<file path="src/rtl/z_core_pkg.sv">
// Shared constants for the writeback/scoreboard slice: datapath width,
// register index width and load funct3 encodings.
package z_core_pkg;

  localparam int unsigned XLEN      = 32;
  localparam int unsigned NREG      = 32;
  localparam int unsigned REG_IDX_W = $clog2(NREG);

  localparam logic [2:0] F3_LB  = 3'b000;
  localparam logic [2:0] F3_LH  = 3'b001;
  localparam logic [2:0] F3_LW  = 3'b010;
  localparam logic [2:0] F3_LBU = 3'b100;
  localparam logic [2:0] F3_LHU = 3'b101;

endpackage

</file>
<file path="src/rtl/z_core_wb_fifo.sv">
// Result buffer for the writeback port. It is a circular buffer whose head entry is
// always presented on o_head. Full and empty are derived from an occupancy counter.
module z_core_wb_fifo #(
  parameter int unsigned DEPTH = 2,
  parameter int unsigned WIDTH = 37
) (
  input  logic             clk,
  input  logic             reset,
  input  logic             i_push,
  input  logic [WIDTH-1:0] i_data,
  input  logic             i_pop,
  output logic [WIDTH-1:0] o_head,
  output logic             o_full,
  output logic             o_empty
);

  localparam int unsigned PtrW = (DEPTH > 1) ? $clog2(DEPTH) : 1;
  localparam int unsigned CntW = $clog2(DEPTH + 1);

  logic [WIDTH-1:0] r_mem [DEPTH];
  logic [PtrW-1:0]  r_wptr;
  logic [PtrW-1:0]  r_rptr;
  logic [CntW-1:0]  r_count;
  logic             w_push;
  logic             w_pop;

  function automatic logic [PtrW-1:0] next_ptr(input logic [PtrW-1:0] p);
    return (p == PtrW'(DEPTH - 1)) ? '0 : p + 1'b1;
  endfunction

  assign o_full  = (r_count == CntW'(DEPTH));
  assign o_empty = (r_count == '0);
  // Full is judged before any same-cycle pop, so a full buffer never accepts.
  assign w_push  = i_push && !o_full;
  assign w_pop   = i_pop && !o_empty;
  assign o_head  = r_mem[r_rptr];

  always_ff @(posedge clk or negedge reset) begin
    if (!reset) begin
      for (int i = 0; i < int'(DEPTH); i++) begin
        r_mem[i] <= '0;
      end
      r_wptr  <= '0;
      r_rptr  <= '0;
      r_count <= '0;
    end else begin
      if (w_push) begin
        r_mem[r_wptr] <= i_data;
        r_wptr        <= next_ptr(r_wptr);
      end
      if (w_pop) begin
        r_rptr <= next_ptr(r_rptr);
      end
      r_count <= r_count + CntW'(w_push) - CntW'(w_pop);
    end
  end

endmodule

</file>
<file path="src/rtl/z_core_reg_wb.sv">
// Writeback and scoreboard unit. It arbitrates ALU/LSU results, extends load data,
// and queues results for the register file write port. It flags RAW/WAW hazards to issue.
module z_core_reg_wb #(
  parameter int unsigned XLEN       = z_core_pkg::XLEN,
  parameter int unsigned NREG       = z_core_pkg::NREG,
  parameter int unsigned FIFO_DEPTH = 2
) (
  input  logic                     clk,
  input  logic                     reset,
  input  logic                     issue_valid,
  input  logic [$clog2(NREG)-1:0]  issue_rd,
  input  logic [$clog2(NREG)-1:0]  issue_rs1,
  input  logic [$clog2(NREG)-1:0]  issue_rs2,
  output logic                     hazard,
  input  logic                     alu_valid,
  output logic                     alu_ready,
  input  logic [$clog2(NREG)-1:0]  alu_rd,
  input  logic [XLEN-1:0]          alu_data,
  input  logic                     lsu_valid,
  output logic                     lsu_ready,
  input  logic [$clog2(NREG)-1:0]  lsu_rd,
  input  logic [2:0]               lsu_funct3,
  input  logic [XLEN-1:0]          lsu_data,
  input  logic                     wb_hold,
  output logic                     write_enable,
  output logic [$clog2(NREG)-1:0]  rd,
  output logic [XLEN-1:0]          rd_in
);

  import z_core_pkg::*;

  localparam int unsigned IdxW = $clog2(NREG);
  localparam int unsigned EntW = IdxW + XLEN;

  logic            w_full;
  logic            w_empty;
  logic [EntW-1:0] w_head;
  logic            w_lsu_acc;
  logic            w_alu_acc;
  logic [IdxW-1:0] w_in_rd;
  logic [XLEN-1:0] w_in_data;
  logic            w_push;
  logic            w_fire;
  logic [NREG-1:0] r_pending;
  logic [NREG-1:0] w_pending_nxt;

  function automatic logic [XLEN-1:0] load_ext(input logic [2:0] f3, input logic [XLEN-1:0] d);
    case (f3)
      F3_LB:   return {{(XLEN - 8){d[7]}}, d[7:0]};
      F3_LH:   return {{(XLEN - 16){d[15]}}, d[15:0]};
      F3_LBU:  return {{(XLEN - 8){1'b0}}, d[7:0]};
      F3_LHU:  return {{(XLEN - 16){1'b0}}, d[15:0]};
      default: return d;
    endcase
  endfunction

  // LSU has fixed priority; the ALU only sees ready when no load is offered.
  assign lsu_ready = !w_full;
  assign alu_ready = !w_full && !lsu_valid;
  assign w_lsu_acc = lsu_valid && lsu_ready;
  assign w_alu_acc = alu_valid && alu_ready;

  always_comb begin
    w_in_rd   = alu_rd;
    w_in_data = alu_data;
    if (w_lsu_acc) begin
      w_in_rd   = lsu_rd;
      w_in_data = load_ext(lsu_funct3, lsu_data);
    end
  end

  // Writes to x0 complete the handshake but never occupy the buffer.
  assign w_push = (w_lsu_acc || w_alu_acc) && (w_in_rd != '0);

  z_core_wb_fifo #(
    .DEPTH (FIFO_DEPTH),
    .WIDTH (EntW)
  ) u_fifo (
    .clk     (clk),
    .reset   (reset),
    .i_push  (w_push),
    .i_data  ({w_in_rd, w_in_data}),
    .i_pop   (write_enable),
    .o_head  (w_head),
    .o_full  (w_full),
    .o_empty (w_empty)
  );

  assign write_enable = !w_empty && !wb_hold;
  assign rd           = w_head[EntW-1:XLEN];
  assign rd_in        = w_head[XLEN-1:0];

  assign hazard = ((issue_rs1 != '0) && r_pending[issue_rs1]) ||
                  ((issue_rs2 != '0) && r_pending[issue_rs2]) ||
                  ((issue_rd  != '0) && r_pending[issue_rd]);
  assign w_fire = issue_valid && !hazard;

  // Set is applied after clear so a same-edge issue to the committing register stays pending.
  always_comb begin
    w_pending_nxt = r_pending;
    if (write_enable) begin
      w_pending_nxt[rd] = 1'b0;
    end
    if (w_fire && (issue_rd != '0)) begin
      w_pending_nxt[issue_rd] = 1'b1;
    end
  end

  always_ff @(posedge clk or negedge reset) begin
    if (!reset) begin
      r_pending <= '0;
    end else begin
      r_pending <= w_pending_nxt;
    end
  end

endmodule

</file>
<file path="config.mk">
export PLATFORM = sky130hd
export DESIGN_NAME = z_core_reg_wb
export DESIGN_NICKNAME = d
export VERILOG_FILES = /design/src/rtl/z_core_pkg.sv /design/src/rtl/z_core_wb_fifo.sv /design/src/rtl/z_core_reg_wb.sv
export SDC_FILE = /design/constraint.sdc
export NUM_CORES = 1
export LEC_CHECK = 0
export BUFFER_PORTS_ARGS = -buffer_cell sky130_fd_sc_hd__buf_2
export CAP_MARGIN = 15
export CORE_UTILIZATION = 50
export CTS_CLUSTER_DIAMETER = 50
export DETAILED_ROUTE_END_ITERATION = 16
export PLACE_DENSITY = 0.89
export SYNTH_ARGS = -nofsm -noshare
export SYNTH_HDL_FRONTEND = slang
export SYNTH_SLANG_ARGS = --single-unit
</file>
<file path="constraint.sdc">
create_clock -name clk -period 3.95 [get_ports clk]
set_input_delay 0.9875 -clock clk [delete_from_list [all_inputs] [get_ports clk]]
set_output_delay 0.9875 -clock clk [all_outputs]
set_load 0.02 [all_outputs]
</file>
=== Word level (Yosys, flattened, before mapping) ===
Cells that the tools add are included.

* Order comparisons: 9
* Eq/ne operators: 4
* Bitwise operators: 5
* Add/sub/neg operators: 4
* Reductions and logical operators: 29
* Mux-type cells: 23

{| class="wikitable"
|+ Operators by type and width
! kind !! count
|-
| 2-to-1 mux 37 bit || 4
|-
| case mux 32 bit (4 select lines) || 1
|-
| 2-to-1 mux 32 bit || 3
|-
| bitwise mux 74 bit || 1
|-
| demux 37 bit (select 1 bit) || 1
|-
| AND 32 bit || 1
|-
| NOT 32 bit || 1
|-
| bitwise OR 32 bit || 1
|-
| < comparator 5 x 6 -> 1 bit (second input constant) || 4
|-
| nonzero test 5 bit || 4
|-
| binary-select mux 1 bit (select 5 bit) || 3
|-
| logical AND 1 bit || 15
|-
| demux 1 bit (select 5 bit) || 2
|-
| >= comparator 5 x 1 -> 1 bit (second input constant) || 2
|-
| 2-to-1 mux 1 bit || 7
|-
| == test 3 bit (second input constant) || 2
|-
| zero test 1 bit || 5
|-
| 2-to-1 mux 5 bit || 1
|-
| >= comparator 2 bit (second input constant) || 2
|-
| NOT 1 -> 2 bit || 2
|-
| == test 3 x 1 -> 1 bit (second input constant) || 1
|-
| zero test 3 bit || 1
|-
| logical OR 1 bit || 3
|-
| adder 1 bit (second input constant) || 2
|-
| other kinds (5) || 5
|}

* Register bits: 110
* Word-level logic and storage cells: 80
* Output and inout bits: 41
* Input bits: 98

=== Logic depth before layout (Yosys ltp) ===
Gate-level depths: netlist of the first run.

* Depth in word-level cells: 13
* Depth in mapped cells: 10

=== Hierarchy ===
Synthesis of the first run repeated with hierarchy kept, for this count alone.

* Cells, all modules: 591
* Area, all modules: 6776.5 µm²

{| class="wikitable"
|+ By module, submodules not included
! module !! cells an instance !! times used !! seq. area each (µm²) !! area each (µm²)
|-
| z_core_wb_fifo || 216 || 1 || 1951.9 || 3702.3
|-
| z_core_reg_wb || 375 || 1 || 800.8 || 3074.2
|}

=== Worst setup path before layout of the first run ===
OpenSTA, ideal clock, no wires.

* Path type: input to output
* Start: input port issue_rs2[1]
* End: output port hazard
* Data arrival time: 2.955 ns
* Setup slack: 0.007 ns
* Stages: 10
* Cell sequence: clkbuf_1 -> buf_2 -> mux2i_1 -> a22oi_1 -> nand3_1 -> nand4_1 -> or4_1 -> buf_2 -> clkbuf_1 -> a21o_1

* Longest elaborated chain between the ends: 5
* Elaborated cells on any way between the ends: 6
* Classes of those cells: 2 x mux; 4 x reduce/logical

{| class="wikitable"
|+ RTL lines
! what !! RTL line !! RTL
|-
| start: declaration || z_core_reg_wb.sv:13 || <nowiki>input logic [$clog2(NREG)-1:0] issue_rs2,</nowiki>
|-
| binary-select mux 1 bit (select 5 bit) || z_core_reg_wb.sv:94 || <nowiki>((issue_rs2 != '0) && r_pending[issue_rs2]) ||</nowiki>
|-
| 2-to-1 mux 1 bit (not written as such) || z_core_reg_wb.sv:94 ||
|-
| logical AND 1 bit (*) || z_core_reg_wb.sv:94 ||
|-
| logical OR 1 bit (*) || z_core_reg_wb.sv:93 || <nowiki>assign hazard = ((issue_rs1 != '0) && r_pending[issue_rs1]) ||</nowiki>
|-
| logical OR 1 bit (*) || z_core_reg_wb.sv:94 ||
|-
| end: declaration || z_core_reg_wb.sv:14 || <nowiki>output logic hazard,</nowiki>
|}

Mark *: on every way between the ends. The rest lies on a longest branch, timed or not. The select of a mux whose other input is x is not followed.

=== Worst setup path in the final report of the first run ===
* Start: input port issue_rs1[1]
* End: output port hazard

* Longest elaborated chain between the ends: 5
* Elaborated cells on any way between the ends: 6
* Classes of those cells: 2 x mux; 4 x reduce/logical

{| class="wikitable"
|+ RTL lines
! what !! RTL line !! RTL
|-
| start: declaration || z_core_reg_wb.sv:12 || <nowiki>input logic [$clog2(NREG)-1:0] issue_rs1,</nowiki>
|-
| binary-select mux 1 bit (select 5 bit) || z_core_reg_wb.sv:93 ||
|-
| 2-to-1 mux 1 bit (not written as such) || z_core_reg_wb.sv:93 ||
|-
| logical AND 1 bit (*) || z_core_reg_wb.sv:93 ||
|-
| logical OR 1 bit (*) || z_core_reg_wb.sv:93 ||
|-
| logical OR 1 bit (*) || z_core_reg_wb.sv:94 ||
|}

Marked as above.

==> results.yml, run 1 <==
sta:
  grt_setup_unrepaired: "no"
  max_slew_margin_pct: 43.94
  clock_skew_ns: 0.008894
  worst_slew_pin_slew_ns: 0.8409
  fin_crit_ns: 3.895
  timing.final.ws_setup_ns: 0.05472
  setup_tns_ns: 0
  timing.final.crit_share_pct: 98.61
  finalSetupViolations: 0
  maxSlewViolCount: 0
  timing_hold_violations_final: 0
  achievable-frequency_mhz: 256.7
placement:
  dp.final_hpwl_um: 11800
  placement.io_buffers: 138
  dpl-instance-area_sq_um: 7005
  detailedPlace.worstSlack_ns: 0.06858
  place.gp.congestion: 0.9550
power_and_ir_drop:
  p_sw_mw: 2.627
  power.total_mw: 5.901
  p_comb_share_pct: 47.3
  clkPwrFrac_pct: 16.0
  power_report.internal_total_mw: 3.274
  cellPowerDensity_nw_per_um2: 804.5
  max-vdd-ir-drop_mv: 0.4512
  p_leak_nw: 3.414
  power.switching_fraction_pct: 44.51
  seq_power_share_pct: 36.7
cells_and_area:
  final_util_pct: 61.06
  final_design_area_no_fill_sq_um: 7335
  antenna-diode-count: 0
  final-seq-area_sq_um: 2753
  multiInputGateArea_sq_um: 3196
  n_fill_cell: 989
  drive_above_1_share_pct: 27.47
  finish.net_count: 874
  area_growth_syn_to_layout_pct: 18.69
drt:
  detailedRoute.firstIterationViolations: 416
  met2_wirelength_um: 7989
  m1WireLength_um: 6525
  routed-wl-met3_um: 1328
  route.top_layer_used: "met4"
  routed_via_density: 6.039
  finalWirelength_um: 16440
  drt.antenna.violating_nets: 0
  route.detailed.drc: 0
  detailedRoute.firstPassIterationCount: 5
  route.vias.total: 5592
  route.detailed.wl_per_inst_um: 17.75
setup_path:
  cp_slowest_cell: "sky130_fd_sc_hd__or4_1"
  r2r-end: "r_pending[22]"
  critical_path.startpoint: "issue_rs1[1]"
  r2r_slack_ns: 1.30
  timing.rr.start: "r_pending[9]"
  worstPathCellList: "buf_2 > mux4_2 > nor2b_1 > o32ai_1 > or4_1 > a21o_1 > buf_2"
  worst_ep_required_time_ns: 2.96
  crit_path_launch_type: "input pin"
  worstPathMaxFanout: 9
  critical_path.endpoint_type: "output port"
  critPathCapture: "hazard"
  critical_path.most_common_cell: "sky130_fd_sc_hd__buf_2"
  family_with_the_most_delay_on_the_worst_path: "simple AND/OR/NAND/NOR gates"
  crit_cells: 7
  max_stage_delay_ns: 0.62
  worst-setup-path-type: "input pin to output port"
  critical_path_buf_inv_count: 2
  critical_path_arrival_ns: 2.91
  r2r_cells: 6
yosys:
  synth-edff-count: 0
  proportion_of_synthesized_flip_flops_having_asynchronous_set_or_reset_pct: 100.0
  synth_sequential_area_ratio_pct: 44.54
  top_area_cells_in_the_synthesized_netlist: "sky130_fd_sc_hd__dfrtp_1, sky130_fd_sc_hd__o21ai_0, sky130_fd_sc_hd__mux2i_1"
  netlist_area_sq_um: 6180
  synth_cells: 656
  yosys_warnings: 0
  yosys.cell_types.count: 45
  synthTopCellsByCount: "sky130_fd_sc_hd__o21ai_0, sky130_fd_sc_hd__nand2_1, sky130_fd_sc_hd__dfrtp_1"
  synthMostInstantiatedCell: "sky130_fd_sc_hd__o21ai_0"
  post-synth-top-area-fraction_pct: 44.54
  synth-main-ff-cell: "sky130_fd_sc_hd__dfrtp_1"
  post-synth-top-area-cell: "sky130_fd_sc_hd__dfrtp_1"
  post_synth.cell_area_avg_sq_um: 9.420
  yosys_register_bits: 110
  postSynthNetCount: 756
cts:
  max-clock-path-buffers: 2
  cts_resized: 0
  cts_num_sinks: 110
  cts_hold_buffers: 0
  post_cts_setup_buffers: 0
  cts_tree: "done"
  clkSlewWorstSetupHoldPaths_ns: 0.08
  number_of_buffers_added_by_the_clock_tree_synthesis_step: 9
  root_buffer: "sky130_fd_sc_hd__clkbuf_16"
  cts.htree.levels: 3
  worstSkewPairLatency_ns: 0.35
outcome:
  run_status: "finished clean"
global_route:
  globalRoute.totalOverflow: 0
  grt_pass1_vias: 5324
  grtUsageTotal_pct: 26.70
  first_pass_grt_wire_length_um: 26460
  largest_net_degree_at_the_start_of_global_routing: 75
  grt_antenna_before_repair: 0
floorplan:
  std_cell_rows: 40
  die_footprint_sq_um: 12810
  fp.coreArea_sq_um: 12010
  dieHeight_um: 113.2
  initial_core_util_pct: 51.45
  pin_count: 139
  die_x_um: 113.2
min_path:
  min-delay-path-class: "register to register"
  min_delay_path_depth: 2
run:
  max-cap-violations: 0
-- cells by family after synthesis --
family	Yosys count	synth area share [%]
AO/OA/AOI/OAI	205	20.21
AND/OR/NAND/NOR	188	13.73
flip-flops	110	44.54
multiplexers	90	16.52
buffers and inverters	57	4.029
XOR/XNOR	4	0.5670
adder cells (fa/ha/maj)	2	0.4049
-- per-stage QoR --
stage	instances	hold slack, ns
4_1_cts	925	0.4824
6_report	926	0.4797
5_1_grt	926	0.5075
3_3_place_gp	909	0.4547
2_1_floorplan	656	0.4444
3_5_place_dp	909	0.4659
-- final cells by class --
| type | instances | share of cell area (%) |
|---|---|---|
| clock buffers | 9 | 3.071 |
| repair buffers | 152 | 11.40 |
| well taps | 147 | 2.508 |
| multi-input cells | 489 | 43.57 |
| flip-flops and latches | 110 | 37.53 |
| inverters | 12 | 0.6141 |
| clock inverters | 7 | 1.314 |
-- placed cells by master, fill, tap and decap left out, types with 12 or more instances in the layout --
cell and n:
sky130_fd_sc_hd__buf_2 137, sky130_fd_sc_hd__o21ai_0 122, sky130_fd_sc_hd__nand2_1 111, sky130_fd_sc_hd__dfrtp_1 110, sky130_fd_sc_hd__mux2i_1 45, sky130_fd_sc_hd__mux2_2 39
sky130_fd_sc_hd__o41ai_1 19, sky130_fd_sc_hd__nor2b_1 18, sky130_fd_sc_hd__a21o_1 17, sky130_fd_sc_hd__nand3_1 16, sky130_fd_sc_hd__nor2_1 15, sky130_fd_sc_hd__o31ai_1 15
sky130_fd_sc_hd__buf_4 12
-- registers in the layout, indices dropped and copies added (netlist names) --
| register | count |
|---|---|
| r_pending | 32 |
| u_fifo.r_mem | 74 |
| u_fifo.r_rptr | 1 |
| u_fifo.r_count | 2 |
| u_fifo.r_wptr | 1 |
-- metal layers --
metal | track usage (%) | vias up
li1 | - | 2627
met3 | 6.106 | 56
met5 | 0 | -
met1 | 33.55 | 2638
met4 | 12.11 | 0
met2 | 44.09 | 271
-- power groups by stage --
stage | Sequential [mW] | Combinational (mW) | Clock, mW
finish | 2.16 | 2.79 | 0.946
global route | 2.21 | 3.08 | 1.00
CTS | 2.14 | 2.79 | 0.956
detailed placement | 2.15 | 2.76 | 0
global placement | 2.11 | 2.68 | 0
floorplan | 1.92 | 2.04 | 0
-- worst min path at each step --
stage | start | end | slack (ns)
floorplan | u_fifo.r_mem[0] | u_fifo.r_mem[0] | 0.44
global placement | u_fifo.r_mem[8] | u_fifo.r_mem[8] | 0.45
detailed placement | u_fifo.r_mem[31] | u_fifo.r_mem[31] | 0.47
CTS | u_fifo.r_mem[43] | u_fifo.r_mem[43] | 0.48
global route | u_fifo.r_mem[11] | u_fifo.r_mem[11] | 0.51
finish | u_fifo.r_mem[45] | u_fifo.r_mem[45] | 0.48
-- worst reg2reg max path: stages, from the launching register on --
cell,delay (ns)
sky130_fd_sc_hd__dfrtp_1,0.46
sky130_fd_sc_hd__mux4_2,0.48
sky130_fd_sc_hd__nor2b_1,0.13
sky130_fd_sc_hd__o32ai_1,0.10
sky130_fd_sc_hd__or4_1,0.62
sky130_fd_sc_hd__buf_4,0.28
sky130_fd_sc_hd__o41ai_1,0.45
No activity file was read; power rests on OpenSTA's default activity.
==> run 2, diff against run 1 <==
- ABC_AREA: not set -> 1
- PLACE_DENSITY: 0.89 -> 0.88
==> results.yml, run 2 <==
global_route:
  grt_antenna_before_repair: 0
  grt_pass1_vias: 6452
  globalRoute.totalOverflow: 0
  largest_net_degree_at_the_start_of_global_routing: 66
  grtUsageTotal_pct: 26.80
  first_pass_grt_wire_length_um: 30440
sta:
  finalSetupViolations: 0
  timing.final.crit_share_pct: 89.07
  timing.final.ws_setup_ns: 0.4318
  hold-worst-slack_ns: 0.4937
  maxSlewViolCount: 0
  clock_skew_ns: 0.006427
  setup_tns_ns: 0
  worst_slew_pin_slew_ns: 0.9450
  grt_setup_unrepaired: "no"
  achievable-frequency_mhz: 284.2
  fin_crit_ns: 3.518
  max_slew_margin_pct: 36.93
  timing_hold_violations_final: 0
floorplan:
  die_footprint_sq_um: 14020
  initial_core_util_pct: 51.16
  fp.coreArea_sq_um: 13240
  dieHeight_um: 118.4
  std_cell_rows: 42
  pin_count: 139
  die_x_um: 118.4
yosys:
  top_area_cells_in_the_synthesized_netlist: "sky130_fd_sc_hd__dfrtp_1, sky130_fd_sc_hd__nand2_1, sky130_fd_sc_hd__o21ai_0"
  synth-main-ff-cell: "sky130_fd_sc_hd__dfrtp_1"
  yosys.cell_types.count: 30
  postSynthNetCount: 1136
  netlist_area_sq_um: 6775
  synth_cells: 1036
  synth-edff-count: 0
  post-synth-top-area-cell: "sky130_fd_sc_hd__dfrtp_1"
  proportion_of_synthesized_flip_flops_having_asynchronous_set_or_reset_pct: 100.0
  yosys_register_bits: 110
  synth_sequential_area_ratio_pct: 40.63
  yosys_warnings: 0
  post_synth.cell_area_avg_sq_um: 6.540
  synthMostInstantiatedCell: "sky130_fd_sc_hd__nand2_1"
  post-synth-top-area-fraction_pct: 40.63
  synthTopCellsByCount: "sky130_fd_sc_hd__nand2_1, sky130_fd_sc_hd__o21ai_0, sky130_fd_sc_hd__dfrtp_1"
setup_path:
  critical_path.most_common_cell: "sky130_fd_sc_hd__nand2_1"
  cp_slowest_cell: "sky130_fd_sc_hd__nand2_2"
  crit_path_launch_type: "input pin"
  worst_ep_required_time_ns: 2.96
  critical_path_arrival_ns: 2.53
  max_stage_delay_ns: 0.20
  family_with_the_most_delay_on_the_worst_path: "simple AND/OR/NAND/NOR gates"
  critical_path_buf_inv_count: 4
  critical_path.endpoint_type: "output port"
  worstPathMaxFanout: 9
  worstPathCellList: "buf_2 > inv_1 > nand2_2 > nor2_1 > nor2_1 > nand2_1 > nand2_1 > nand2_1 > nor2_1 > nand2_1 > nand2_1 > nand2_1 > nor2_2 > inv_1 > buf_2"
  worst-setup-path-type: "input pin to output port"
drt:
  route.detailed.drc: 0
  finalWirelength_um: 18100
  detailedRoute.firstIterationViolations: 574
  detailedRoute.firstPassIterationCount: 5
  routed_via_density: 5.262
  route.vias.total: 6961
  drt.antenna.violating_nets: 0
  route.detailed.wl_per_inst_um: 13.68
cts:
  cts.htree.levels: 3
  max-clock-path-buffers: 2
  root_buffer: "sky130_fd_sc_hd__clkbuf_16"
  post_cts_setup_buffers: 0
  clkSlewWorstSetupHoldPaths_ns: 0.07
  cts_tree: "done"
  cts_resized: 0
  worstSkewPairLatency_ns: 0.35
  cts_num_sinks: 110
  number_of_buffers_added_by_the_clock_tree_synthesis_step: 9
  cts_hold_buffers: 0
cells_and_area:
  final_util_pct: 58.70
  largest_register_ff_count: 74
  finish.net_count: 1242
  n_fill_cell: 1268
  final_design_area_no_fill_sq_um: 7774
  area_growth_syn_to_layout_pct: 14.74
  largest-register: "u_fifo.r_mem"
  most-common-layout-cells: "sky130_fd_sc_hd__nand2_1, sky130_fd_sc_hd__o21ai_0, sky130_fd_sc_hd__buf_2"
  layout.cells.most_common: "sky130_fd_sc_hd__nand2_1"
  antenna-diode-count: 0
  leading_registers_by_flop_count: "u_fifo.r_mem (74), r_pending (32), u_fifo.r_count (2)"
  drive_above_1_share_pct: 15.78
placement:
  dpl-instance-area_sq_um: 7505
  place.gp.congestion: 0.9490
  placement.io_buffers: 138
  dp.final_hpwl_um: 13230
  detailedPlace.worstSlack_ns: 0.4733
min_path:
  min-delay-path-class: "register to register"
run:
  max-cap-violations: 0
power_and_ir_drop:
  max-vdd-ir-drop_mv: 0.4103
  p_leak_nw: 4.159
  cellPowerDensity_nw_per_um2: 743.2
outcome:
  run_status: "finished clean"
## run 2: cell types whose count changed after synthesis, moves of 16 or more
cell,previous run,this run
sky130_fd_sc_hd__mux2_2,39,0
sky130_fd_sc_hd__a21oi_1,3,26
sky130_fd_sc_hd__o21ai_0,122,138
sky130_fd_sc_hd__nand3_1,16,69
sky130_fd_sc_hd__nor2_1,16,78
sky130_fd_sc_hd__a21o_1,17,0
sky130_fd_sc_hd__buf_2,4,21
sky130_fd_sc_hd__mux2i_1,45,0
sky130_fd_sc_hd__nand2_1,112,396
sky130_fd_sc_hd__nor2b_1,18,0
sky130_fd_sc_hd__o41ai_1,19,0
sky130_fd_sc_hd__inv_1,11,104
sky130_fd_sc_hd__o31ai_1,16,0
## run 2: cell type report
| class | count | area (sq um) | area share (%) |
|---|---|---|---|
| Multi-Input combinational cell | 763 | 3328 | 42.81 |
| Sequential cell | 110 | 2754 | 35.43 |
| Timing Repair Buffer | 147 | 785.8 | 10.11 |
| Inverter | 111 | 416.7 | 5.360 |
| Clock buffer | 11 | 232.7 | 2.994 |
| Tap cell | 176 | 220.2 | 2.833 |
| Clock inverter | 5 | 36.28 | 0.4668 |
## run 2: logic make-up after synthesis
logic type	synth area share (%)
flip-flops	40.63
buffers and inverters	10.25
adder cells (fa/ha/maj)	0.3693
AND/OR/NAND/NOR	33.33
XOR/XNOR	0.3879
AO/OA/AOI/OAI	15.03
## run 2: worst paths after layout
check	start	to	slack (ns)	cells past startpoint
max in group asynchronous	reset	u_fifo.r_mem[72]	2.53	2
min reg2reg	u_fifo.r_mem[70]	u_fifo.r_mem[70]	0.49	2
max reg2reg	u_fifo.r_count[0]	u_fifo.r_mem[59]	1.37	13
min in group asynchronous	reset	u_fifo.r_mem[41]	0.69	1
max	issue_rd[0]	hazard	0.43	15
min	u_fifo.r_mem[70]	u_fifo.r_mem[70]	0.49	2
## run 2: routing by layer
layer | vias up | global-route usage [%] | wire length (um) | share of wire (%)
li1 | 3465 | - | - | -
met1 | 3197 | 36.04 | 7970 | 44
met2 | 265 | 43.57 | 8525 | 47
met3 | 34 | 4.102 | 1165 | 6.4
met4 | 0 | 10.44 | 440 | 2.4
met5 | - | 0 | 0 | 0
## run 2: worst min-delay path, cell delays in order (launching register included)
cell                      delay (ns)
sky130_fd_sc_hd__dfrtp_1        0.33
sky130_fd_sc_hd__o21ai_0        0.07
sky130_fd_sc_hd__nand2_1        0.06
## run 2: report_power, final
| group | switching [mW] | internal, mW | total [mW] | leakage, nW |
|---|---|---|---|---|
| Sequential | 0.322 | 1.66 | 1.98 | 1.37 |
| Combinational | 2.08 | 0.894 | 2.97 | 2.67 |
| Clock | 0.401 | 0.428 | 0.829 | 0.122 |
| Total | 2.80 | 2.98 | 5.78 | 4.16 |
## run 2: through the flow
step	std cells	power, mW
2_1_floorplan	1036	4.034
3_3_place_gp	1307	4.833
3_5_place_dp	1307	4.928
4_1_cts	1323	5.773
5_1_grt	1323	6.267
6_report	1323	5.778
==> run 3, diff against run 2 <==
- CORE_UTILIZATION: 50 -> 34
- PLACE_DENSITY: 0.88 -> 0.67
==> results.yml, run 3 (same netlist as run 2, synthesis figures left out) <==
cts:
  cts_hold_buffers: 0
  root_buffer: "sky130_fd_sc_hd__clkbuf_16"
  number_of_buffers_added_by_the_clock_tree_synthesis_step: 9
  cts_num_sinks: 110
  max-clock-path-buffers: 2
  cts_tree: "done"
  clkSlewWorstSetupHoldPaths_ns: 0.07
  cts_resized: 0
  post_cts_setup_buffers: 0
  worstSkewPairLatency_ns: 0.34
  cts.htree.levels: 3
placement:
  placement.io_buffers: 138
  dp.final_hpwl_um: 13910
  place.gp.congestion: 0.9159
power_and_ir_drop:
  clkPwrFrac_pct: 16.7
  max-vdd-ir-drop_mv: 0.3073
  seq_power_share_pct: 32.8
  p_comb_share_pct: 50.5
  cellPowerDensity_nw_per_um2: 745.7
  power_report.internal_total_mw: 3.127
  p_sw_mw: 2.806
  power.total_mw: 5.932
  power.switching_fraction_pct: 47.29
  p_leak_nw: 4.208
global_route:
  grt_antenna_before_repair: 0
  largest_net_degree_at_the_start_of_global_routing: 70
  first_pass_grt_wire_length_um: 31070
  grtUsageTotal_pct: 19.21
  globalRoute.totalOverflow: 0
  grt_pass1_vias: 6097
setup_path:
  worst_ep_required_time_ns: 2.96
  worst-setup-path-type: "input pin to output port"
  r2r_slack_ns: 1.33
  r2r_cells: 9
  r2r-end: "u_fifo.r_mem[67]"
  worstPathMaxFanout: 21
  critical_path_arrival_ns: 2.51
  critical_path.endpoint_type: "output port"
  timing.rr.start: "u_fifo.r_count[1]"
  crit_path_launch_type: "input pin"
floorplan:
  std_cell_rows: 51
  initial_core_util_pct: 34.70
  fp.coreArea_sq_um: 19530
  die_footprint_sq_um: 20500
  pin_count: 139
  die_x_um: 143.2
  dieHeight_um: 143.2
sta:
  hold-worst-slack_ns: 0.4958
  timing_hold_violations_final: 0
  setup_tns_ns: 0
  clock_skew_ns: 0.004374
  timing.final.crit_share_pct: 88.56
  max_slew_margin_pct: 30.74
  grt_setup_unrepaired: "no"
  finalSetupViolations: 0
  worst_slew_pin_slew_ns: 1.038
  fin_crit_ns: 3.498
  achievable-frequency_mhz: 285.9
  maxSlewViolCount: 0
outcome:
  run_status: "finished clean"
drt:
  finalWirelength_um: 19140
  route.vias.total: 6837
  route.detailed.drc: 0
  drt.antenna.violating_nets: 0
  detailedRoute.firstPassIterationCount: 5
  detailedRoute.firstIterationViolations: 367
  route.detailed.wl_per_inst_um: 13.54
  routed_via_density: 4.835
cells_and_area:
  antenna-diode-count: 0
  finish.net_count: 1244
  most-common-layout-cells: "sky130_fd_sc_hd__nand2_1, sky130_fd_sc_hd__o21ai_0, sky130_fd_sc_hd__buf_2"
  area_growth_syn_to_layout_pct: 17.41
  layout.cells.most_common: "sky130_fd_sc_hd__nand2_1"
  largest_register_ff_count: 74
  leading_registers_by_flop_count: "u_fifo.r_mem (74), r_pending (32), u_fifo.r_count (2)"
  drive_above_1_share_pct: 16.01
  largest-register: "u_fifo.r_mem"
min_path:
  hold_path_startpoint: "u_fifo.r_mem[71]"
  min_delay_path_depth: 2
  min-delay-path-class: "register to register"
  min_delay_worst_endpoint: "u_fifo.r_mem[71]"
run:
  max-cap-violations: 0
[run 3: changes by cell type in the layout (fill, tap and decap cells not counted)]
cell                         change
sky130_fd_sc_hd__bufinv_16       +2
sky130_fd_sc_hd__buf_4           +2
sky130_fd_sc_hd__inv_8           +1
sky130_fd_sc_hd__clkinv_2        +1
sky130_fd_sc_hd__clkbuf_8        +1
sky130_fd_sc_hd__clkbuf_1        -1
sky130_fd_sc_hd__clkinv_4        -1
sky130_fd_sc_hd__clkinvlp_4      -3
[run 3: worst max-delay path by stage]
| stage | from | endpoint |
|---|---|---|
| 6_report | issue_rs1[0] | hazard |
| 3_3_place_gp | issue_rs1[0] | hazard |
| 4_1_cts | issue_rs1[0] | hazard |
| 5_1_grt | issue_rs1[0] | hazard |
| 2_1_floorplan | issue_rs2[0] | hazard |
| 3_5_place_dp | issue_rs1[0] | hazard |
[run 3: final cells by class]
class	count	area, sq um
Clock buffer	11	242.7
Clock inverter	5	81.33
Fill cell	2114	11570
Inverter	111	416.7
Multi-Input combinational cell	763	3328
Sequential cell	110	2754
Tap cell	265	331.6
Timing Repair Buffer	149	800.8
[run 3: power by group through the flow]
stage               Sequential [mW]  Clock, mW  Combinational, mW
floorplan                      1.85          0               2.18
global placement               1.95          0               2.98
detailed placement             1.96          0               3.00
CTS                            1.94       1.01               3.02
global route                   2.01       1.06               3.39
finish                         1.94      0.989               3.00
[run 3: critical path, stage by stage]
cell and delay (ns):
sky130_fd_sc_hd__buf_2 0.30, sky130_fd_sc_hd__clkinv_1 0.31, sky130_fd_sc_hd__nor2_1 0.15, sky130_fd_sc_hd__o21ai_1 0.08, sky130_fd_sc_hd__nand2_1 0.06, sky130_fd_sc_hd__nand2_1 0.05
sky130_fd_sc_hd__nand2_1 0.05, sky130_fd_sc_hd__nand2_1 0.05, sky130_fd_sc_hd__nand2_1 0.06, sky130_fd_sc_hd__nand2_1 0.06, sky130_fd_sc_hd__nor2_2 0.13, sky130_fd_sc_hd__inv_1 0.07
sky130_fd_sc_hd__buf_2 0.16
[run 3: per-stage QoR]
| stage | util [%] | instance area, sq um | worst slack [ns] | cells |
|---|---|---|---|---|
| after floorplan | - | 6775 | 0.7123 | 1036 |
| after global placement | 39.08 | 7631 | 0.4650 | 1398 |
| after detailed placement | 39.08 | 7631 | 0.4687 | 1398 |
| after CTS | 40.74 | 7955 | 0.4587 | 1414 |
| after global routing | 40.74 | 7955 | 0.2333 | 1414 |
| final | 40.74 | 7955 | 0.4521 | 1414 |
[run 3: routing by layer]
metal	global-route usage, %	vias up	routed length (um)
met3	4.091	29	1194
met5	0	-	0
met2	29.35	216	8500
met1	26.66	3123	8974
met4	6.678	0	473
li1	-	3469	-
